### config.mk
export PLATFORM = sky130hd
export DESIGN_NAME = s2p_deserializer
export DESIGN_NICKNAME = d
export VERILOG_FILES = /design/src/rtl/s2p_pkg.sv /design/src/rtl/sync_edge_det.sv /design/src/rtl/s2p_deserializer.sv
export SDC_FILE = /design/constraint.sdc
export NUM_CORES = 1
export LEC_CHECK = 0
export CAP_MARGIN = 20
export CORE_ASPECT_RATIO = 0.7
export CORE_MARGIN = 5
export CORE_UTILIZATION = 30
export DETAILED_ROUTE_END_ITERATION = 12
export GPL_ROUTABILITY_DRIVEN = 0
export RECOVER_POWER = 50
export SYNTH_ARGS = -nofsm -noshare
export SYNTH_HDL_FRONTEND = slang
export SYNTH_SLANG_ARGS = --single-unit
### constraint.sdc
create_clock -name clk -period 4.26 [get_ports clk]
set_clock_uncertainty 0.2 [all_clocks]
set_input_delay 0.426 -clock clk [delete_from_list [all_inputs] [get_ports clk]]
set_output_delay 0.426 -clock clk [all_outputs]
set_load 0.005 [all_outputs]
### src/rtl/s2p_pkg.sv
// s2p_pkg: shared state encoding, limits and counter-width helper for s2p_deserializer.
package s2p_pkg;
  typedef enum logic [1:0] {S_IDLE, S_SHIFT, S_PARITY} state_t;
  localparam int SYNC_MIN = 2;
  function automatic int clog2(input int v);
    int r;
    r = 0;
    while ((1 << r) < v) r++;
    return r;
  endfunction
endpackage

### src/rtl/sync_edge_det.sv
// sync_edge_det: STAGES-deep synchroniser for W async inputs; din[0] also gets a rising-edge pulse.
module sync_edge_det #(
  parameter int W = 2,
  parameter int STAGES = 2
) (
  input  logic         clk,
  input  logic         reset,
  input  logic [W-1:0] din,
  output logic [W-2:0] sync,
  output logic         rise
);
  logic [STAGES-1:0][W-1:0] pipe;
  logic prev;
  always_ff @(posedge clk or posedge reset)
    if (reset) begin
      pipe <= '0;
      prev <= 1'b0;
    end else begin
      pipe <= {pipe[STAGES-2:0], din};
      prev <= pipe[STAGES-1][0];
    end
  assign sync = pipe[STAGES-1][W-1:1];
  assign rise = pipe[STAGES-1][0] & ~prev;
endmodule

### src/rtl/s2p_deserializer.sv
// s2p_deserializer: framed serial-to-parallel receiver with one-entry valid/ready output buffer.
// Optional even-parity bit per word when S2P_DESER_PARITY_EN is defined.
module s2p_deserializer
  import s2p_pkg::*;
#(
  parameter int WIDTH = 8,
  parameter bit MSB_FIRST = 1'b1,
  parameter int SYNC_STAGES = SYNC_MIN
) (
  input  logic             clk,
  input  logic             reset,
  input  logic             sclk,
  input  logic             sdata,
  input  logic             frame,
  output logic [WIDTH-1:0] data_out,
  output logic             data_valid,
  input  logic             data_ready,
  output logic             overrun,
  input  logic             clear_ovr,
  output logic             short_frame,
`ifdef S2P_DESER_PARITY_EN
  output logic             parity_err,
`endif
  output logic             busy
);
  localparam int CW = clog2(WIDTH + 1);
  state_t state, state_nxt;
  logic [CW-1:0] cnt;
  logic [WIDTH-1:0] shreg, shifted, word;
  logic frame_s, sdata_s, rise, take, shift_en, last, word_done, load_ok;
  sync_edge_det #(.W(3), .STAGES(SYNC_STAGES)) u_sync (
    .clk(clk),
    .reset(reset),
    .din({sdata, frame, sclk}),
    .sync({sdata_s, frame_s}),
    .rise(rise)
  );
  assign take     = rise && frame_s && state != S_IDLE;
  assign shift_en = take && state == S_SHIFT;
  assign last     = cnt == CW'(WIDTH - 1);
  assign shifted  = MSB_FIRST ? {shreg[WIDTH-2:0], sdata_s} : {sdata_s, shreg[WIDTH-1:1]};
  assign load_ok  = !data_valid || data_ready;
  assign busy     = state == S_SHIFT;
`ifdef S2P_DESER_PARITY_EN
  assign word_done = take && state == S_PARITY;
  assign word      = shreg;
`else
  assign word_done = shift_en && last;
  assign word      = shifted;
`endif
  always_comb begin
    state_nxt = state;
    if (!frame_s) state_nxt = S_IDLE;
    else if (state == S_IDLE) state_nxt = S_SHIFT;
`ifdef S2P_DESER_PARITY_EN
    else if (shift_en && last) state_nxt = S_PARITY;
    else if (word_done) state_nxt = S_SHIFT;
`endif
  end
  always_ff @(posedge clk or posedge reset)
    if (reset) state <= S_IDLE;
    else state <= state_nxt;
  // With parity the counter parks at WIDTH in PARITY, so a frame fall there reads as short.
  always_ff @(posedge clk or posedge reset)
    if (reset) begin
      cnt         <= '0;
      shreg       <= '0;
      short_frame <= 1'b0;
    end else begin
      short_frame <= state != S_IDLE && !frame_s && cnt != '0;
      cnt         <= (!frame_s || state == S_IDLE || word_done) ? '0 : shift_en ? cnt + 1'b1 : cnt;
      if (shift_en) shreg <= shifted;
    end
  always_ff @(posedge clk or posedge reset)
    if (reset) begin
      data_out   <= '0;
      data_valid <= 1'b0;
      overrun    <= 1'b0;
    end else begin
      if (word_done && load_ok) begin
        data_out   <= word;
        data_valid <= 1'b1;
      end else if (data_ready) data_valid <= 1'b0;
      overrun <= (word_done && !load_ok) ? 1'b1 : clear_ovr ? 1'b0 : overrun;
    end
`ifdef S2P_DESER_PARITY_EN
  always_ff @(posedge clk or posedge reset)
    if (reset) parity_err <= 1'b0;
    else parity_err <= word_done && ^{shreg, sdata_s};
`endif
endmodule

==> impl_metrics.tcl <==
set metrics [dict create \
    status "completed" \
    finalCritPeriodShare_pct 46.8 \
    syn_inst 78 \
    io_buffers 18 \
    r2r_slack_ns 2.33 \
    crit_end "u_sync.pipe[2]" \
    pre_cts_ws_ns 2.07 \
    yosys_warnings 0 \
    ys_types 21 \
    r2r_end "data_out[0]" \
    worstRegToRegCells 4 \
    ctsHoldBuffers 0 \
    layout_setup_ws_ns 2.27 \
    cp_data_arrival_time_ns 2.09 \
    root_buffer "clkbuf_8" \
    drtIter0Drc 30 \
    cap_violations 0 \
    coreArea_sq_mm 0.00360 \
    finalSetupViolCount 0 \
    ys_seq_area_share_pct 65.6 \
    grt_pass1_vias 661 \
    ys_ff_latch 30 \
    place.detailed.hpwl_mm 1.25 \
    cts_buffers 5 \
    ios 19 \
    worstPathMaxFanout 17 \
    post_cts_buffers 0 \
    ctsResizeCount 0 \
    wire_per_inst_microns 11.8 \
    grt_pass1_wl_mm 3.02 \
    setup-tns-final_ns 0 \
    hold_violations 0 \
    overflow 0 \
    n_antenna_cell 0 \
    met2_usage_pct 10.8 \
    via_per_inst 4.26 \
    min_period_ns 1.99 \
    area_delta_synth_final_pct 29.5 \
    worstMarginPinSlew_ns 0.870 \
    num_vias 656 \
    hold_class "flop to flop" \
    power_per_cell_area_mw_per_mm2 396 \
    cts.clk_slew.worst_paths_ns 0.06 \
    required_ns 4.36 \
    ir_worst_vdd_v 0.000195 \
    p_leak_nw 0.669 \
    grt_util_met1_pct 9.85 \
    whs_ns 0.149 \
    placed_area_sq_mm 0.00141 \
    grt_use_total_pct 7.92 \
    insertion_delay_ns 0.28 \
    cts_sinks 30 \
    nets 112 \
    crit_start "reset" \
    firstDrtPassIters 4 \
    chipHeight_microns 61.7 \
    timing.fmax_ghz 0.501 \
    fin_area_sq_mm 0.00148 \
    fill_cells 342 \
    slew_headroom_pct 42.0 \
    ant_nets 0 \
    drive_above_1_share_pct 26.0 \
    synth.avg_cell_area_sq_um 14.7 \
    crit_type "input pin to asynchronous set/reset pin" \
    rsz0062_at_grt "false" \
    syn-num-nets 87 \
    cts.path.max_buffers 2 \
    use_met3_pct 4.41 \
    die-area_sq_mm 0.00517 \
    regToRegStartpoint "cnt[0]" \
    start_util_pct 31.8 \
    fp.dieW_microns 83.8 \
    wl_mm 1.81 \
    synthTopCellsByArea "dfrtp_1, mux2_2, ha_1, nand4b_4, a21oi_1" \
    tritoncts "yes" \
    htreeDepth 2 \
    synth_largest_area_cell "dfrtp_1" \
    cp-end-kind "asynchronous set/reset pin" \
    antenna_found_initial 0 \
    critPathLaunchType "input pin" \
    rows 18 \
    grt_busiest_layer "met2" \
    drc 0 \
    drv_slew 0 \
    yosysTopAreaCellShare_pct 65.6 \
    grt_max_degree 18 \
    netlist_area_sq_mm 0.00114 \
]
cells in the final DEF, fill, tap and decap left out, drive strengths merged:
cell / count
o22ai: 1
dlygate4sd3: 4
or4: 1
ha: 2
or3: 1
mux2: 15
clkinv: 1
nor3b: 1
or3b: 1
dfrtp: 30
nand4b: 1
a21oi: 4
and3b: 1
clkbuf: 7
clkinvlp: 1
xor2: 1
or2: 1
inv: 4
nand3b: 2
nor2: 2
clkdlybuf4s50: 14
nand2b: 3
nand2: 4
o21ai: 1
nand3: 1
flip-flops by register name, indices dropped and copies added, names as in the netlist:
signal,count
shreg,7
u_sync.prev,1
state,1
data_out,8
u_sync.sync,2
data_valid,1
cnt,4
u_sync.pipe,4
short_frame,1
overrun,1
power breakdown:
group	internal, W	switching, W	leakage [nW]	total (W)
sequential	0.000306	0.0000141	0.394	0.000320
combinational	0.0000200	0.0000125	0.227	0.0000325
clock	0.000130	0.000106	0.0472	0.000236
critical path, cell delays in order:
cell and delay, ns:
dlygate4sd3_1 0.53, inv_1 0.41, clkbuf_1 0.72
stage by stage:
| stage | util [%] | total power, W | std cells |
|---|---|---|---|
| after floorplan | - | 0.000344 | 78 |
| after global placement | 38.4 | 0.000357 | 145 |
| after detailed placement | 39.2 | 0.000362 | 146 |
| after CTS | 41.8 | 0.000602 | 154 |
| after global routing | 41.1 | 0.000615 | 154 |
| final | 41.1 | 0.000588 | 154 |
worst min path at each step:
stage	start	end	slack (ns)	depth (start not counted)
floorplan	u_sync.pipe[0]	u_sync.pipe[3]	0.13	0
global placement	u_sync.pipe[1]	u_sync.sync[0]	0.13	0
detailed placement	u_sync.pipe[2]	u_sync.sync[1]	0.14	0
CTS	u_sync.pipe[2]	u_sync.sync[1]	0.15	0
global route	u_sync.pipe[2]	u_sync.sync[1]	0.17	0
finish	u_sync.pipe[1]	u_sync.sync[0]	0.15	0
cell usage after synthesis:
library cell,instances
a21oi_1,4
and3b_1,1
clkbuf_1,1
dfrtp_1,30
ha_1,2
inv_1,4
mux2_2,15
nand2_1,4
nand2b_1,3
nand3_1,1
nand3b_1,2
nand4b_4,1
nor2_1,2
nor3b_4,1
o21ai_0,1
o22ai_1,1
or2_2,1
or3_1,1
or3b_2,1
or4_1,1
xor2_1,1
cell families after synthesis:
kind of cell    Yosys count  synth area share (%)
compound gates            6                  2.73
flops                    30                  65.6
simple gates             19                  12.4
buf+inv                   5                  1.64
mux                      15                  14.8
fa+ha+maj                 2                  2.19
xor+xnor                  1                 0.765
routing by layer:
| metal | vias to the layer above | routed length [microns] |
|---|---|---|
| met5 | - | 0 |
| met4 | 0 | 44 |
| met3 | 6 | 145 |
| met2 | 18 | 719 |
| met1 | 316 | 903 |
| li1 | 316 | - |
layout make-up:
type	instances	area, sq um	area share [%]
sequential	30	751	50.6
multi-input combinational	43	375	25.3
timing repair buffer	19	184	12.4
clock buffer	6	82.6	5.57
tap	50	62.6	4.22
inverter	4	15.0	1.01
clock inverter	2	12.5	0.844
Power figures use the tool's default switching activity.
